[config.mk]
export PLATFORM = sky130hd
export DESIGN_NAME = uart_tx_param_flat
export DESIGN_NICKNAME = d
export VERILOG_FILES = /design/src/rtl/uart_tx_param_pkg.sv /design/src/rtl/uart_tx_param_if.sv /design/src/rtl/uart_tx_param_baud_gen.sv /design/src/rtl/uart_tx_param.sv /design/src/flat_wrapper.sv
export SDC_FILE = /design/constraint.sdc
export NUM_CORES = 1
export LEC_CHECK = 0
export ABC_AREA = 1
export CORE_MARGIN = 4
export CORE_UTILIZATION = 54
export CTS_CLUSTER_SIZE = 10
export DETAILED_ROUTE_END_ITERATION = 6
export PLACE_DENSITY = 0.79
export SLEW_MARGIN = 20
export SYNTH_ARGS = -nofsm -noshare
export SYNTH_HDL_FRONTEND = slang
export SYNTH_SLANG_ARGS = --single-unit
[constraint.sdc]
create_clock -name fpga_clk -period 2.03 [get_ports fpga_clk]
set_clock_uncertainty 0.1 [all_clocks]
set_input_delay 0.5075 -clock fpga_clk [delete_from_list [all_inputs] [get_ports fpga_clk]]
set_output_delay 0.5075 -clock fpga_clk [all_outputs]
set_load 0.02 [all_outputs]
[src/rtl/uart_tx_param_pkg.sv]
// Shared types and helpers for the parametrised UART transmitter (package uart_pkg).
package uart_pkg;

  typedef enum logic [1:0] {
    PAR_NONE = 2'd0,
    PAR_EVEN = 2'd1,
    PAR_ODD  = 2'd2
  } parity_e;

  typedef enum logic [2:0] {
    IDLE,
    START,
    DATA,
    PARITY,
    STOP
  } tx_state_e;

  // Wide enough for both the data-bit index (up to 8) and the stop-bit index.
  localparam int unsigned IDX_W = 4;

  function automatic int unsigned frame_bits(input int unsigned data_bits,
                                             input int unsigned parity,
                                             input int unsigned stop_bits);
    return 1 + data_bits + ((parity != 0) ? 1 : 0) + stop_bits;
  endfunction

endpackage

[src/rtl/uart_tx_param_if.sv]
// Producer-side valid/ready word handshake into the UART transmitter.
interface uart_tx_param_if #(
  parameter int unsigned DATA_BITS = 8
);
  logic [DATA_BITS-1:0] tx_data;
  logic                 tx_valid;
  logic                 tx_ready;

  modport master (output tx_data, output tx_valid, input  tx_ready);
  modport slave  (input  tx_data, input  tx_valid, output tx_ready);
endinterface

[src/rtl/uart_tx_param_baud_gen.sv]
// Baud divider: counts 0..CLKS_PER_BIT-1 while enabled, ticks at terminal count.
module uart_baud_gen #(
  parameter int unsigned CLKS_PER_BIT = 16
) (
  input  logic fpga_clk,
  input  logic rst,
  input  logic clear,
  input  logic enable,
  output logic bit_tick
);
  localparam int unsigned CW = (CLKS_PER_BIT > 1) ? $clog2(CLKS_PER_BIT) : 1;
  localparam logic [CW-1:0] TERM = CW'(CLKS_PER_BIT - 1);

  logic [CW-1:0] cnt;

  always_ff @(posedge fpga_clk) begin
    if (rst || clear) begin
      cnt <= '0;
    end else if (enable) begin
      cnt <= (cnt == TERM) ? '0 : cnt + CW'(1);
    end
  end

  assign bit_tick = enable && (cnt == TERM);
endmodule

[src/rtl/uart_tx_param.sv]
// Parametrised UART transmitter: start, DATA_BITS LSB-first, optional parity, 1-2 stops.
// Optional input FIFO enabled by defining UART_TX_FIFO_EN.
module uart_tx_param #(
  parameter int unsigned CLKS_PER_BIT = 16,
  parameter int unsigned DATA_BITS    = 8,
  parameter int unsigned PARITY       = 0,
  parameter int unsigned STOP_BITS    = 1,
  parameter int unsigned FIFO_DEPTH   = 4
) (
  input  logic             fpga_clk,
  input  logic             rst,
  uart_tx_param_if.slave   tx,
  output logic             sout,
  output logic             busy_tx,
  output logic             frame_done
);
  import uart_pkg::*;

  if (CLKS_PER_BIT < 2 || CLKS_PER_BIT > 65535 || DATA_BITS < 5 || DATA_BITS > 9 ||
      PARITY > 2 || STOP_BITS < 1 || STOP_BITS > 2 ||
      FIFO_DEPTH < 2 || FIFO_DEPTH > 64 || (FIFO_DEPTH & (FIFO_DEPTH - 1)) != 0) begin : g_bad_param
    $error("uart_tx_param: illegal parameter combination");
  end

  localparam logic ODD_PAR = (PARITY == 2);

  tx_state_e            state, state_n;
  logic [DATA_BITS-1:0] shift, word_in;
  logic [IDX_W-1:0]     idx;
  logic                 par_bit;
  logic                 word_avail, load, shift_en, idx_clr, idx_inc, done_n, tick;

`ifdef UART_TX_FIFO_EN
  localparam int unsigned AW    = $clog2(FIFO_DEPTH);
  localparam logic        CHAIN = 1'b1;

  logic [DATA_BITS-1:0] mem [FIFO_DEPTH];
  logic [AW-1:0]        wr_ptr, rd_ptr;
  logic [AW:0]          count;
  logic                 push, full, empty;

  assign full        = (count == (AW+1)'(FIFO_DEPTH));
  assign empty       = (count == '0);
  assign tx.tx_ready = !rst && !full;
  assign push        = tx.tx_valid && tx.tx_ready;
  assign word_avail  = !empty;
  assign word_in     = mem[rd_ptr];

  always_ff @(posedge fpga_clk) begin
    if (push) mem[wr_ptr] <= tx.tx_data;
  end

  always_ff @(posedge fpga_clk) begin
    if (rst) begin
      wr_ptr <= '0;
      rd_ptr <= '0;
      count  <= '0;
    end else begin
      if (push) wr_ptr <= wr_ptr + AW'(1);
      if (load) rd_ptr <= rd_ptr + AW'(1);
      case ({push, load})
        2'b10:   count <= count + (AW+1)'(1);
        2'b01:   count <= count - (AW+1)'(1);
        default: count <= count;
      endcase
    end
  end
`else
  localparam logic CHAIN = 1'b0;

  assign tx.tx_ready = !rst && (state == IDLE);
  assign word_avail  = tx.tx_valid;
  assign word_in     = tx.tx_data;
`endif

  uart_baud_gen #(.CLKS_PER_BIT(CLKS_PER_BIT)) u_baud (
    .fpga_clk (fpga_clk),
    .rst      (rst),
    .clear    (state == IDLE),
    .enable   (busy_tx),
    .bit_tick (tick)
  );

  always_comb begin
    state_n  = state;
    load     = 1'b0;
    shift_en = 1'b0;
    idx_clr  = 1'b0;
    idx_inc  = 1'b0;
    done_n   = 1'b0;
    case (state)
      IDLE: begin
        if (word_avail) begin
          state_n = START;
          load    = 1'b1;
        end
      end
      START: begin
        if (tick) begin
          state_n = DATA;
          idx_clr = 1'b1;
        end
      end
      DATA: begin
        if (tick) begin
          shift_en = 1'b1;
          if (idx == IDX_W'(DATA_BITS - 1)) begin
            idx_clr = 1'b1;
            state_n = (PARITY != 0) ? uart_pkg::PARITY : STOP;
          end else begin
            idx_inc = 1'b1;
          end
        end
      end
      uart_pkg::PARITY: begin
        if (tick) begin
          state_n = STOP;
          idx_clr = 1'b1;
        end
      end
      STOP: begin
        if (tick) begin
          if (idx == IDX_W'(STOP_BITS - 1)) begin
            done_n = 1'b1;
            // With a FIFO a queued word chains straight into the next START.
            if (CHAIN && word_avail) begin
              state_n = START;
              load    = 1'b1;
            end else begin
              state_n = IDLE;
            end
          end else begin
            idx_inc = 1'b1;
          end
        end
      end
      default: state_n = IDLE;
    endcase
  end

  always_ff @(posedge fpga_clk) begin
    if (rst) begin
      state      <= IDLE;
      shift      <= '0;
      idx        <= '0;
      par_bit    <= 1'b0;
      frame_done <= 1'b0;
    end else begin
      state      <= state_n;
      frame_done <= done_n;
      if (load) begin
        shift   <= word_in;
        par_bit <= (^word_in) ^ ODD_PAR;
      end else if (shift_en) begin
        shift <= shift >> 1;
      end
      if (idx_clr)      idx <= '0;
      else if (idx_inc) idx <= idx + IDX_W'(1);
    end
  end

  assign busy_tx = (state != IDLE);

  always_comb begin
    sout = 1'b1;
    case (state)
      START:            sout = 1'b0;
      DATA:             sout = shift[0];
      uart_pkg::PARITY: sout = par_bit;
      default:          sout = 1'b1;
    endcase
  end
endmodule
[src/flat_wrapper.sv]
// flat-port wrapper written by rule: the top's interface ports become plain ports
module uart_tx_param_flat import uart_pkg::*;
#(
  parameter int unsigned CLKS_PER_BIT = 16,
  parameter int unsigned DATA_BITS    = 8,
  parameter int unsigned PARITY       = 0,
  parameter int unsigned STOP_BITS    = 1,
  parameter int unsigned FIFO_DEPTH   = 4
)
  (fpga_clk, rst, sout, busy_tx, frame_done, tx_tx_data, tx_tx_valid, tx_tx_ready);
  uart_tx_param_if #(.DATA_BITS(DATA_BITS)) tx_i ();
  input  logic fpga_clk;
  input  logic rst;
  output logic sout;
  output logic busy_tx;
  output logic frame_done;
  input wire logic [$bits(tx_i.tx_data)-1:0] tx_tx_data;
  input wire logic [$bits(tx_i.tx_valid)-1:0] tx_tx_valid;
  output wire logic [$bits(tx_i.tx_ready)-1:0] tx_tx_ready;
  assign tx_i.tx_data = tx_tx_data;
  assign tx_i.tx_valid = tx_tx_valid;
  assign tx_tx_ready = tx_i.tx_ready;
  uart_tx_param #(.CLKS_PER_BIT(CLKS_PER_BIT), .DATA_BITS(DATA_BITS), .PARITY(PARITY), .STOP_BITS(STOP_BITS), .FIFO_DEPTH(FIFO_DEPTH)) u_core (.fpga_clk(fpga_clk), .rst(rst), .tx(tx_i), .sout(sout), .busy_tx(busy_tx), .frame_done(frame_done));
endmodule
==> After elaboration in Yosys (flattened, before gate mapping) <==
Index checks and enable logic that the tools add are counted.
{ "word_totals": {"rom_bits": 0, "ff_bits": 21, "mem_count": 0, "out_inout_bits": 4, "latch_bits": 0, "ramBits": 0} }
{ "classes": {"multipliers": 0, "order_cmp": 0, "shift": 0, "n_mux": 25, "bitwise": 2, "n_addsub": 2, "eq_ne": 13, "div_mod_pow": 0, "n_reduce_logical": 13} }
{ "op_table": {"columns": ["op", "count"], "rows": [
  ["2-to-1 mux 3 bit", 7],
  ["2-to-1 mux 8 bit", 2],
  ["case mux 3 bit (5 select lines)", 1],
  ["!= test 2 x 1 -> 1 bit, second input constant", 6],
  ["2-to-1 mux 1 bit", 11],
  ["adder 4 x 1 -> 4 bit, second input constant", 2],
  ["parity 8 bit", 1],
  ["AND reduction 7 bit", 1],
  ["equality test 3 x 2 -> 1 bit, second input constant", 2],
  ["equality test 4 x 3 -> 1 bit, second input constant", 1],
  ["equality test 4 bit, second input constant", 1],
  ["logical NOT 4 bit", 1],
  ["2-to-1 mux 4 bit", 1],
  ["case mux 1 bit (2 select lines)", 2],
  ["OR reduction 2 bit", 2],
  ["equality test 3 x 1 -> 1 bit, second input constant", 1],
  ["equality test 3 bit, second input constant", 1],
  ["logical NOT 3 bit", 1],
  ["case mux 1 bit (3 select lines)", 1],
  ["nonzero test 3 bit", 1],
  ["OR reduction 3 bit", 1],
  ["logical AND 1 bit", 2],
  ["!= test 2 bit, second input constant", 1],
  ["NOT 1 bit", 2],
  ["3 further kinds", 3]
]} }

==> Logic depth before layout (Yosys ltp) <==
{ "depth": {"ltp_word": 6, "depth_mapped": 8} }

==> Modules after synthesis <==
Synthesis repeated with hierarchy kept, for this count alone.
{ "unflattened": {"hier_cells": 210, "hier_area_um2": 1336.3} }
{ "by_module_without_submodules": {"columns": ["mod", "cells_each", "n_inst", "area_per_inst_um2"], "rows": [
  ["uart_tx_param", 183, 1, 1143.6],
  ["uart_baud_gen", 27, 1, 192.7]
]} }

==> Least setup slack after synthesis <==
Ideal clock, no wire load.
{ "synth_timing": {"kind": "reg2out", "from": "register u_core.state[0]", "to": "output sout", "path_stages_with_launch": 3, "arrival_time_ns": 1.370, "path_slack_ns": 0.053, "required_time_ns": 1.422, "path_buffers": 0, "path_cell_list": "dfxtp_1 > inv_1 > o311ai_0"} }
{ "synth_via": {"elab_chain_cells": 2} }
{ "synth_lines": {"columns": ["item", "line", "rtl"], "rows": [
  ["start, declared", "uart_tx_param.sv:27", "tx_state_e state, state_n;"],
  ["start signal, assigned", "uart_tx_param.sv:149", "state <= state_n;"],
  ["equality test 3 x 2 -> 1 bit or equality test 3 x 1 -> 1 bit (tied branches)", "uart_tx_param.sv:166", "case (state)"],
  ["case mux 1 bit (3 select lines) *", "uart_tx_param.sv:166", null],
  ["end, declared", "flat_wrapper.sv:14", "output logic sout;"]
]} }
Mark *: on every way between the ends. The rest lies on a longest branch, timed or not.

==> Final worst setup path <==
{ "layout_timing": {"from": "register u_core.state[0]", "to": "output busy_tx"} }
{ "layout_via": {"elab_chain_cells": 1} }
{ "layout_lines": {"columns": ["item", "line", "rtl"], "rows": [
  ["nonzero test 3 bit", "uart_tx_param.sv:162", "assign busy_tx = (state != IDLE);"],
  ["end, declared", "flat_wrapper.sv:15", "output logic busy_tx;"]
]} }
No other way between the ends.

==> impl_results.md <==
* Chip Height at 55.36 um
* Leakage power total at 0.6671 nW
* Fraction of registers with async set or reset after synthesis at 0%
* FF-to-FF End: u_core.idx[2]
* Max-cap violations at 0
* Depth of the most critical reg-to-reg path at 8
* Starting Density at approximately 59%
* Post-synthesis instance total at 179
* Synth Area in Adders at 3.099%
* Share of the synthesized area in compound gates (AO/OA/AOI/OAI) at between 10% and 20%
* Layout overhead on the synthesized area at 20.45%
* H-tree depth at 1
* Hold violation total from the final report at 0
* Status: finished clean
* Leading cell types by count after synthesis: 67 x nand2_1, 21 x dfxtp_1, 16 x a21oi_1
* Overall power at around 0.0014 W
* Setup TNS at 0 ps
* Number of cell rows at 16
* Global-route wire length before repair at 4457 um
* Total non-filler cell area in the finished layout at 0.001459 mm2
* Synthesized area at 0.001211 mm2
* Largest family of logic cells by synthesized area: simple AND/OR/NAND/NOR gates
* Crit path largest cell delay at 350 ps
* Library cell with the largest summed area after synthesis: dfxtp_1
* Unique cell type count in the Yosys netlist at 27
* Post-synthesis mux area share at 0%
* Fraction of layout instances using a drive strength above 1 at 12.25%
* Share of synthesized area occupied by flip-flops and latches at a little over a third
* Crit-path cells: buf_4 -> nor2_4 -> nand2_4 -> dlygate4sd2_1
* Syn nets at 193
* Final max-slew violation count at 0
* Avg Inst Size Synth at 6.766 um2
* Area share of the largest cell type after synthesis at 34.71%
* Vias in the first global route at 1069
* Remaining global-route overflow at 0
* Setup crit end kind: output port
* Simple-gate portion of the synthesized area at 37.40%
* Tot GR Track Use at between 10% and 20%
* Worst-case headroom to the max-slew limit at about 78%
* Number of enable flip-flop cells after synthesis at 0
* Startpoint of the lowest-slack register-to-register path: u_core.u_baud.cnt[0]
* Hold buffers post-CTS at 0
* Maximum number of pins on one net before global-route repair at 14
* Number of DRC violations after detailed-routing iteration 0 at 23
* Overall die width at 55.36 um
* Number of I/O port buffers at 14
* Later-pin clock latency in the skew report at 300 ps
* Core area at 0.002042 mm2
* Final worst setup slack at 98.28 ps
* Clock-pin slew of the registers on the worst-case setup and hold paths at approximately 120 ps
* Most numerous cell in the Yosys netlist: nand2_1
* Die ar. at 0.003065 mm2
* Worst IR Drop VDD at between 500 and 600 uV
* Antenna diode count at 0
* Cell with the biggest individual delay on the critical path: dfxtp_1
* Crit share post-route at 95.16%
* Reg2Reg Setup Slack at slightly below 300 ps
* Via total after detailed routing at 1162
* Number of register bits inferred by synthesis at 21
* Largest cells by area after synthesis: dfxtp_1 35%, nand2_1 21%, a21oi_1 6.6%, inv_1 4.6%, nor2_1 4.6%
* Hold worst-path end: u_core.u_baud.cnt[0]
* Data arrival time of the critical path at 1320 ps
* Top flip-flop cell by instance count after synthesis: dfxtp_1
* Wirelength, routed at 2548 um
* Post-DR wirelength/cell at 11.03 um
* Upper clock frequency limit at approximately 520 MHz
* Worst Hold Launch: u_core.u_baud.cnt[0]
* Crit path time final at 1932 ps
* Worst hold path stage count at 1
* Detailed-route DRC error count at 0
* Root buffer cell: clkbuf_4
* Via density per instance at just over 5
* Max FO, Critical Path at 6
* Number of warnings issued by yosys at 0
* Power density over the cells at between 900 and 1000 mW/mm2
* Layout net count at approximately 220
* ANT nets after route at 0
* GPL Wtd Cong at around 0.8
* Worst slack, placed at -242.2 ps
* Length of the first detailed-routing pass in iterations at 4
* Final setup violation count at 0
* Number of antenna violations at the first check in global routing at 0
* Crit start category: register
* Post-route worst hold slack at 356.4 ps
* Worst-case clock buffer depth at 2
* Area after DPL at roughly 0.0014 mm2
* Setup repair after global routing missed its margin: false
* Worst EP required at 1420 ps
* Detailed placement HPWL at slightly above 2000 um
* Min-Delay Path Class: reg -> reg
* TritonCTS clock tree: done
* Number of clock buffers inserted by TritonCTS at 3
* Post-CTS Setup Inserts at 0
* Setup Crit Path Kind: reg -> out
* Layout filler cell count at between 150 and 200
* # IOs at 15
* Worst slew pin tran at 325.0 ps
* Sink Count at 21
* Xor/xnor cell area share of the yosys netlist at about 7.2%
## power breakdown
part | switching (W) | leakage (nW) | internal (W)
clock | 0.000129 | 0.0177 | 0.0000734
sequential | 0.0000392 | 0.171 | 0.000476
combinational | 0.000421 | 0.478 | 0.000267
total | 0.000590 | 0.667 | 0.000816
## cells in the final DEF (no fill, tap or decap), drive strengths merged
cell,instances
nand2,68
dfxtp,21
inv,18
nor2,18
a21oi,16
clkdlybuf4s50,11
nand3,11
buf,10
xor2,5
xnor2,5
o21ai,4
ha,3
clkbuf,3
and3,2
nand4,2
o311ai,1
nor4,1
o22ai,1
nor3,1
a31oi,1
clkinv,1
dlygate4sd2,1
## worst max path at each step
stage                    startpoint     endpoint  slack, ps  cells after the start
floorplan           u_core.state[0]         sout         50                      2
global placement                rst  tx_tx_ready       -240                      3
detailed placement              rst  tx_tx_ready       -240                      3
CTS                 u_core.state[0]         sout         30                      3
global route        u_core.state[0]      busy_tx         40                      4
finish              u_core.state[0]      busy_tx        100                      4
## metrics by stage
| stage | utilization, % | instances |
|---|---|---|
| 3_3_place_gp | 70.59 | 227 |
| 6_report | 71.45 | 231 |
| 5_1_grt | 71.45 | 231 |
| 2_1_floorplan | - | 179 |
| 4_1_cts | 72.06 | 231 |
| 3_5_place_dp | 70.59 | 227 |
## cell type report
cell class | instances | area, um2 | area share (%)
clock inverter | 1 | 5.005 | 0.3431
clock buffer | 3 | 22.52 | 1.544
tap | 27 | 33.78 | 2.316
sequential | 21 | 421.7 | 28.90
inverter | 18 | 72.57 | 4.974
multi-input combinational | 139 | 714.4 | 48.97
timing repair buffer | 22 | 188.9 | 12.95
## routing by layer
metal,GRT usage (%),wire length (um)
met2,30.41,1236
met4,4.167,19
met1,22.30,1187
met3,3.963,105
met5,0,0
## kinds of logic after synthesis
kind of cell | Yosys count
and+or+nand+nor | 103
AOI/OAI and AO/OA | 23
DFF | 21
buffers and inverters | 19
xor gates and xnor gates | 10
adders and majority gates | 3
## state kept, by name, summed over array words and instances (netlist names)
register and cells:
u_core.shift 8, u_core.par_bit 1, u_core.u_baud.cnt 4, u_core.state 3, u_core.idx 4, u_core.frame_done 1
## worst max-delay path: cells and delay by family, from the launching register on
kind,cells,cell delay [ps]
buffers and inverters,2,470
and+or+nand+nor,2,200
DFF,1,350
## repair_timing
action | in CTS | in global routing
pin swaps | 0 | 0
gates resized for setup | 10 | 2
setup endpoints to repair | 3 | 2
hold endpoints to repair | 0 | 0
(Power assumes the default switching activity.)
